--- src/rtl/ps2_transmitter.sv ---
`default_nettype none
// ============================================================================
//  Module   : ps2_transmitter
//  Purpose  : Host-to-device PS/2 command transmitter (inhibit, request-to-send,
//             11-bit frame on device clock, ACK check, frame timeout).
//  Revision : 1.0  initial release
// ============================================================================
module ps2_transmitter #(
    parameter int INHIBIT_CYCLES = 10000,
    parameter int RTS_CYCLES     = 200,
    parameter int TIMEOUT_CYCLES = 2000000,
    parameter int FILT_CYCLES    = 19
) (
    input  logic       clk,
    input  logic       rst_n,
    input  logic [7:0] tx_data,
    input  logic       tx_valid,
    output logic       tx_ready,
    input  logic       kclk,
    input  logic       kdata,
    output logic       kclk_oe,
    output logic       kdata_oe,
    output logic       busy,
    output logic       done,
    output logic [1:0] err
);

    localparam int c_PH_MAX = (INHIBIT_CYCLES > RTS_CYCLES) ? INHIBIT_CYCLES : RTS_CYCLES;
    localparam int c_PH_W   = (c_PH_MAX > 1) ? $clog2(c_PH_MAX + 1) : 1;
    localparam int c_TMO_W  = (TIMEOUT_CYCLES > 1) ? $clog2(TIMEOUT_CYCLES + 1) : 1;
    localparam int c_FILT_W = (FILT_CYCLES > 1) ? $clog2(FILT_CYCLES + 1) : 1;

    localparam logic [c_PH_W-1:0]   c_INH_LAST  = c_PH_W'(INHIBIT_CYCLES - 1);
    localparam logic [c_PH_W-1:0]   c_RTS_LAST  = c_PH_W'(RTS_CYCLES - 1);
    localparam logic [c_TMO_W-1:0]  c_TMO_LAST  = c_TMO_W'(TIMEOUT_CYCLES - 1);
    localparam logic [c_FILT_W-1:0] c_FILT_LAST = c_FILT_W'(FILT_CYCLES - 1);

    localparam logic [1:0] c_ERR_OK   = 2'b00;
    localparam logic [1:0] c_ERR_NACK = 2'b01;
    localparam logic [1:0] c_ERR_TMO  = 2'b10;

    typedef enum logic [2:0] {
        S_IDLE      = 3'd0,
        S_INHIBIT   = 3'd1,
        S_RTS       = 3'd2,
        S_SEND      = 3'd3,
        S_ACK       = 3'd4,
        S_WAIT_IDLE = 3'd5
    } state_t;

    // ------------------------------------------------------------------
    // Input conditioning: bit 0 = kclk, bit 1 = kdata
    // ------------------------------------------------------------------
    logic [1:0] w_raw;
    logic [1:0] w_filt;

    assign w_raw = {kdata, kclk};

    generate
        for (genvar gi = 0; gi < 2; gi++) begin : g_filt
            logic                r_s1;
            logic                r_s2;
            logic                r_f;
            logic [c_FILT_W-1:0] r_fcnt;

            always_ff @(posedge clk or negedge rst_n) begin
                if (!rst_n) begin
                    r_s1   <= 1'b1;
                    r_s2   <= 1'b1;
                    r_f    <= 1'b1;
                    r_fcnt <= '0;
                end else begin
                    r_s1 <= w_raw[gi];
                    r_s2 <= r_s1;
                    if (r_s2 == r_f) begin
                        r_fcnt <= '0;
                    end else if (r_fcnt == c_FILT_LAST) begin
                        r_f    <= r_s2;
                        r_fcnt <= '0;
                    end else begin
                        r_fcnt <= r_fcnt + 1'b1;
                    end
                end
            end

            assign w_filt[gi] = r_f;
        end
    endgenerate

    logic r_kclk_prev;
    logic w_fall;

    always_ff @(posedge clk or negedge rst_n) begin
        if (!rst_n) begin
            r_kclk_prev <= 1'b1;
        end else begin
            r_kclk_prev <= w_filt[0];
        end
    end

    assign w_fall = r_kclk_prev & ~w_filt[0];

    // ------------------------------------------------------------------
    // Transfer FSM
    // ------------------------------------------------------------------
    state_t              r_state,    w_state_nx;
    logic [c_PH_W-1:0]   r_cnt,      w_cnt_nx;
    logic [c_TMO_W-1:0]  r_tcnt,     w_tcnt_nx;
    logic [3:0]          r_bitidx,   w_bitidx_nx;
    logic [7:0]          r_data,     w_data_nx;
    logic                r_par,      w_par_nx;
    logic                r_nack,     w_nack_nx;
    logic                r_kclk_oe,  w_kclk_oe_nx;
    logic                r_kdata_oe, w_kdata_oe_nx;
    logic                r_done,     w_done_nx;
    logic [1:0]          r_err,      w_err_nx;
    logic                w_in_frame;
    logic                w_timeout;

    assign w_in_frame = (r_state == S_SEND) || (r_state == S_ACK) || (r_state == S_WAIT_IDLE);
    assign w_timeout  = w_in_frame && (r_tcnt == c_TMO_LAST);

    always_ff @(posedge clk or negedge rst_n) begin
        if (!rst_n) begin
            r_state    <= S_IDLE;
            r_cnt      <= '0;
            r_tcnt     <= '0;
            r_bitidx   <= '0;
            r_data     <= '0;
            r_par      <= 1'b0;
            r_nack     <= 1'b0;
            r_kclk_oe  <= 1'b0;
            r_kdata_oe <= 1'b0;
            r_done     <= 1'b0;
            r_err      <= c_ERR_OK;
        end else begin
            r_state    <= w_state_nx;
            r_cnt      <= w_cnt_nx;
            r_tcnt     <= w_tcnt_nx;
            r_bitidx   <= w_bitidx_nx;
            r_data     <= w_data_nx;
            r_par      <= w_par_nx;
            r_nack     <= w_nack_nx;
            r_kclk_oe  <= w_kclk_oe_nx;
            r_kdata_oe <= w_kdata_oe_nx;
            r_done     <= w_done_nx;
            r_err      <= w_err_nx;
        end
    end

    always_comb begin
        w_state_nx    = r_state;
        w_cnt_nx      = r_cnt;
        w_tcnt_nx     = r_tcnt;
        w_bitidx_nx   = r_bitidx;
        w_data_nx     = r_data;
        w_par_nx      = r_par;
        w_nack_nx     = r_nack;
        w_kclk_oe_nx  = r_kclk_oe;
        w_kdata_oe_nx = r_kdata_oe;
        w_done_nx     = 1'b0;
        w_err_nx      = c_ERR_OK;

        case (r_state)
            S_IDLE: begin
                w_kclk_oe_nx  = 1'b0;
                w_kdata_oe_nx = 1'b0;
                if (tx_valid) begin
                    w_data_nx    = tx_data;
                    w_par_nx     = ~^tx_data;
                    w_nack_nx    = 1'b0;
                    w_cnt_nx     = '0;
                    w_kclk_oe_nx = 1'b1;
                    w_state_nx   = S_INHIBIT;
                end
            end

            S_INHIBIT: begin
                if (r_cnt == c_INH_LAST) begin
                    w_cnt_nx      = '0;
                    w_kdata_oe_nx = 1'b1;
                    w_state_nx    = S_RTS;
                end else begin
                    w_cnt_nx = r_cnt + 1'b1;
                end
            end

            S_RTS: begin
                if (r_cnt == c_RTS_LAST) begin
                    w_kclk_oe_nx = 1'b0;
                    w_bitidx_nx  = '0;
                    w_tcnt_nx    = '0;
                    w_state_nx   = S_SEND;
                end else begin
                    w_cnt_nx = r_cnt + 1'b1;
                end
            end

            S_SEND: begin
                w_tcnt_nx = r_tcnt + 1'b1;
                if (w_fall) begin
                    w_bitidx_nx = r_bitidx + 4'd1;
                    // r_bitidx counts falls already seen, so it indexes the next data bit
                    if (r_bitidx < 4'd8) begin
                        w_kdata_oe_nx = ~r_data[r_bitidx[2:0]];
                    end else if (r_bitidx == 4'd8) begin
                        w_kdata_oe_nx = ~r_par;
                    end else begin
                        w_kdata_oe_nx = 1'b0;
                        w_state_nx    = S_ACK;
                    end
                end
            end

            S_ACK: begin
                w_tcnt_nx = r_tcnt + 1'b1;
                if (w_fall) begin
                    w_nack_nx  = w_filt[1];
                    w_state_nx = S_WAIT_IDLE;
                end
            end

            S_WAIT_IDLE: begin
                w_tcnt_nx = r_tcnt + 1'b1;
                if (w_filt[0] && w_filt[1]) begin
                    w_done_nx  = 1'b1;
                    w_err_nx   = r_nack ? c_ERR_NACK : c_ERR_OK;
                    w_state_nx = S_IDLE;
                end
            end

            default: begin
                w_kclk_oe_nx  = 1'b0;
                w_kdata_oe_nx = 1'b0;
                w_state_nx    = S_IDLE;
            end
        endcase

        // Timeout overrides any same-cycle fall or line-idle completion
        if (w_timeout) begin
            w_kclk_oe_nx  = 1'b0;
            w_kdata_oe_nx = 1'b0;
            w_done_nx     = 1'b1;
            w_err_nx      = c_ERR_TMO;
            w_state_nx    = S_IDLE;
        end
    end

    assign tx_ready = (r_state == S_IDLE);
    assign busy     = (r_state != S_IDLE);
    assign kclk_oe  = r_kclk_oe;
    assign kdata_oe = r_kdata_oe;
    assign done     = r_done;
    assign err      = r_err;

endmodule
`default_nettype wire

--- config.mk ---
export PLATFORM = sky130hd
export DESIGN_NAME = ps2_transmitter
export DESIGN_NICKNAME = d
export VERILOG_FILES = /design/src/rtl/ps2_transmitter.sv
export SDC_FILE = /design/constraint.sdc
export NUM_CORES = 1
export LEC_CHECK = 0
export ABC_AREA = 1
export CORE_UTILIZATION = 40
export DETAILED_ROUTE_END_ITERATION = 7
export SLEW_MARGIN = 20
export SYNTH_ARGS = -nofsm -noshare
export SYNTH_HDL_FRONTEND = slang
export SYNTH_SLANG_ARGS = --single-unit
--- constraint.sdc ---
create_clock -name clk -period 3.5 [get_ports clk]
set_input_delay 0.7 -clock clk [delete_from_list [all_inputs] [get_ports clk]]
set_output_delay 0.7 -clock clk [all_outputs]
set_load 0.03 [all_outputs]
## Word level (Yosys, flattened, before mapping)

Cells that the tools add are included.

- Register bits after elaboration: 74
- Bits of input ports: 13
- Output and inout port bits: 7
- Word-level logic and storage cells: 130

- Reductions and logical operators: 24
- Magnitude comparators: 2
- Bitwise logic cells: 6
- Mux-type cells: 45
- $add $sub $neg: 5
- Eq/ne operators: 28

Operators with widths:

| operator | count |
|---|---|
| 2-to-1 mux 14 bit | 3 |
| case mux 14 bit (3 select lines) | 1 |
| case mux 21 bit (2 select lines) | 1 |
| 2-to-1 mux 3 bit | 9 |
| adder 21 x 1 -> 21 bit, second input constant | 1 |
| == test 21 bit, second input constant | 1 |
| 2-to-1 mux 21 bit | 1 |
| 2-to-1 mux 5 bit | 4 |
| inequality test 3 bit, second input constant | 6 |
| case mux 3 bit (6 select lines) | 1 |
| 2-to-1 mux 1 bit | 17 |
| adder 14 x 1 -> 14 bit, second input constant | 1 |
| == test 14 bit, second input constant | 1 |
| == test 14 x 8 -> 1 bit, second input constant | 1 |
| AND reduction 3 bit | 4 |
| adder 5 x 1 -> 5 bit, second input constant | 2 |
| == test 5 bit, second input constant | 2 |
| inequality test 2 bit, second input constant | 5 |
| AND reduction 2 bit | 5 |
| 2-to-1 mux 4 bit | 2 |
| case mux 4 bit (2 select lines) | 1 |
| AND reduction 8 bit | 1 |
| XNOR reduction 8 bit | 1 |
| == test 3 x 2 -> 1 bit, second input constant | 2 |
| 22 further kinds | 37 |

## Logic depth before layout (Yosys ltp)

- Depth in word-level cells: 7
- Mapped depth: 13
- Gate-level depth less buffers: 12

## Worst setup path after synthesis

OpenSTA, ideal clock, no wires.

- Kind: flip-flop to output port
- Start: register r_state[2]
- End: output port busy
- Arrival: 1.287 ns
- Required time: 2.800 ns
- Slack: 1.513 ns
- Path buffers: 0
- Stages on the path, launching flop included: 5
- Path through: dfrtp_1 > nor2_1 > inv_2 > nor2_2 > inv_1

- Word-level cells in the longest chain between the ends: 1

RTL lines:

| element | line | RTL |
|---|---|---|
| start, declared | 106 | `state_t r_state, w_state_nx;` |
| start signal, assigned | 137 | `r_state <= w_state_nx;` |
| nonzero test 3 bit | 250 | `assign busy = (r_state != S_IDLE);` |
| end, declared | 23 | `output logic busy,` |

Every way passes these cells.

## Worst setup path after layout

- Start: register r_state[2]
- End: output port tx_ready

- Word-level cells in the longest chain between the ends: 1

RTL lines:

| element | line | RTL |
|---|---|---|
| logical NOT 3 bit | 249 | `assign tx_ready = (r_state == S_IDLE);` |
| end, declared | 18 | `output logic tx_ready,` |

Every way passes these cells.

==> flow_summary.ini <==
[clocking]
tritoncts = done
holdBufCountCts = 0
clk_transition_reported_paths_ps = 90
cts_resized = 0
ctsLongestPathBuffers = 2
cts_buf_count = 9
numClockSinks = 74
post_cts_setup_buffers = 0
htreeDepth = 3
clock_root_buffer = clkbuf_8
clock_latency_reported_for_the_late_side_of_the_worst_skew_pair_ps = 360

[power_and_ir_drop]
max-vdd-ir-drop_uv = 318
cellPowerDensity_mw_per_mm2 = 598
static-leakage-power_nw = 2.23

[grt]
grt_antenna_before_repair = 0
grt_use_met2_pct = 29.8
grt.overflow.total = 0
groute.layer.met1.usage_pct = 27.3
met3_usage_pct = 3.68
grt_pass1_wl_um = 17300
pin_count_of_the_biggest_net_entering_global_routing = 75
total_routing_usage_gr_pct = 19.3
first_global_vias = 3581
grt_most_used_layer = met2

[yosys]
number_of_enable_flip_flop_cells_after_synthesis = 0
synth_area_mm2 = 0.00436
netlist_instances = 577
total_nets_after_synthesis = 598
synthDominantCellAreaShare_pct = 38.4
synth.ff_latch_count = 74
yosysWarnings = 0
ys_async_sr_fraction_pct = 100
synth_top_cells_by_area = dfrtp_1 38%, nand2_1 13%, nand3_1 7.3%
synth_largest_area_cell = dfrtp_1
yosysUniqueCellTypes = 35
synth_sequential_area_ratio_pct = 42.7
ys_dominant_reg_cell = dfrtp_1
avgSynthCellArea_um2 = 7.56

[die]
chipHeight_um = 106
die_width_um = 106
dieArea_mm2 = 0.0113
start_util_pct = 41.7
i_o_pin_total = 20
row_count = 37
core_mm2 = 0.0105

[finish]
area.sequential_mm2 = 0.00186
postLayoutCellArea_mm2 = 0.00487
num-nets-final = 619
drive_above_1_share_pct = 8.29
antennaDiodeCount = 0
multi_input_comb_area_mm2 = 0.00220
fillers = 1098
syn_to_final_growth_pct = 11.8

[sta]
final-max-slew-violation-count = 0
rsz_0062_raised_after_global_routing = false
timing.slew.headroom_pct = 36.8
peak_freq_mhz = 369
finalCriticalPeriod_ps = 2710
final.period_utilization_pct = 77.4
worst-slew-pin-transition_ps = 948
fin_hold_ws_ps = 359
timing.setup.tns_ps = 0
report.final.hold_viol_count = 0
clock-skew-final_ps = 13.8
timing.final.setup_violations = 0

[place]
total_half_perimeter_wirelength_after_legalization_and_detailed_placement_um = 7260
dpl_cell_area_mm2 = 0.00467
gp_congestion = 0.931
count_of_port_buffers_added_during_placement = 19

[routing]
first_pass_detailed_route_iteration_total = 6
drtAntennaViolNets = 0
wl_per_cell_um = 13.8
wirelength_um = 10200
detailedRoute.firstIterationViolations = 232
route.detailed.drc = 0
via_density = 5.22
via_count = 3857

[setup_path]
cp_slowest_stage_delay_ps = 690
worst_setup_path_start_kind = flip-flop
worstPathCellList = nor2_1 > inv_2 > nor2_2 > clkdlybuf4s50_1
arrival_ps = 2010
worst_setup_path_end_kind = primary output
critPathTopFamily = buffers and inverters
timing.critical_path.slowest_stage_cell = clkdlybuf4s50_1
critical_path_required_ps = 2800
timing.critical_path.buf_inv = 2
critPathKind = flip-flop to primary output
worst-path-max-fanout = 7

[run_status]
status = completed

[job]
maxCapViolCount = 0

[worst_hold_path]
hold_path_class = flip-flop to flip-flop
-- layer usage --
layer	vias up	share of wire, %
li1	1928	-
met1	1807	48
met2	109	45
met3	13	5.0
met4	0	1.3
met5	-	0
-- worst register-to-register path, cell delays in order (launching register included) --
cell and delay [ps]:
dfrtp_1 480, nor2_1 230, inv_2 90, nor2_4 280, nand4_2 380, nand2_1 520, o21ai_0 140
-- cells in the mapped netlist, types with 2 or more instances --
master and count:
nand4_1 20, dfrtp_1 67, o22ai_1 6, nand2_2 4, inv_2 6, nand3_2 2, clkbuf_1 2, o21ai_1 6
nor3_1 23, nand3b_1 2, nor2_2 6, a21oi_1 10, nand3_1 64, nor2_4 3, o211ai_1 3, xor2_1 24
nand2_1 146, ha_1 8, xnor2_1 8, o21a_1 2, buf_2 5, o21ai_0 26, dfstp_2 7, buf_4 3
inv_1 60, nor2_1 55
-- layout by cell type (no fill, tap or decap), types with 7 or more instances in the layout --
cell / n
xnor2_1: 8
nand2_1: 146
nor2_1: 55
ha_1: 8
inv_1: 60
o21ai_0: 26
dfstp_2: 7
clkbuf_8: 10
nand3_1: 64
nor3_1: 23
nand4_1: 20
clkdlybuf4s50_1: 18
xor2_1: 24
dfrtp_1: 67
a21oi_1: 10
-- power breakdown --
part,internal (W),leakage (nW),total (W),switching (W)
sequential,0.00102,0.974,0.00119,0.000172
combinational,0.000320,1.16,0.00102,0.000704
clock,0.000350,0.103,0.000705,0.000355
-- logic make-up (layout without fill, tap and decap cells) --
kind of cell / Yosys count / in the layout / synth area share, %
buffers and inverters: 76 / 102 / 6.94
AO/OA/AOI/OAI: 55 / 55 / 6.88
XOR/XNOR: 32 / 32 / 6.43
multiplexers: 1 / 1 / 0.258
adder cells (fa/ha/maj): 8 / 8 / 2.29
flip-flops: 74 / 74 / 42.7
AND/OR/NAND/NOR: 331 / 331 / 34.5
-- state kept, by name, summed over array words and instances (netlist names) --
| name | count |
|---|---|
| g_filt.r_s2 | 2 |
| r_bitidx | 4 |
| r_nack | 1 |
| g_filt.r_f | 2 |
| err | 2 |
| g_filt.r_fcnt | 10 |
| done | 1 |
| r_state | 3 |
| r_tcnt | 21 |
| kdata_oe | 1 |
| r_data | 8 |
| r_kclk_prev | 1 |
| g_filt.r_s1 | 2 |
| r_cnt | 14 |
| r_par | 1 |
| kclk_oe | 1 |
-- layout make-up --
type	count	share of cell area (%)
Sequential cell	74	38.2
Inverter	66	5.08
Multi-Input combinational cell	427	45.1
Clock inverter	6	1.33
Clock buffer	10	2.82
Timing Repair Buffer	20	4.00
Tap cell	136	3.49
-- final timing paths --
| kind | start | endpoint | slack (ps) | cells after the start |
|---|---|---|---|---|
| min in group asynchronous | rst_n | err[0] | 490 | 1 |
| worst max-delay path | r_state[2] | tx_ready | 790 | 4 |
| worst max register to register | r_state[2] | r_tcnt[1] | 1240 | 6 |
| worst min register to register | g_filt[0].r_s1 | g_filt[0].r_s2 | 360 | 0 |
| max in group asynchronous | rst_n | r_bitidx[2] | 2390 | 1 |
| worst min-delay path | g_filt[0].r_s1 | g_filt[0].r_s2 | 360 | 0 |
-- stage by stage --
step                util, %  instances  total power (W)  worst slack (ps)
floorplan                 -        577          0.00192              1510
global placement       44.7        723          0.00221              1240
detailed placement     44.7        723          0.00222              1180
CTS                    46.6        739          0.00293               768
global route           46.6        739          0.00312               658
finish                 46.6        739          0.00292               793
No activity file was read; power rests on OpenSTA's default activity.
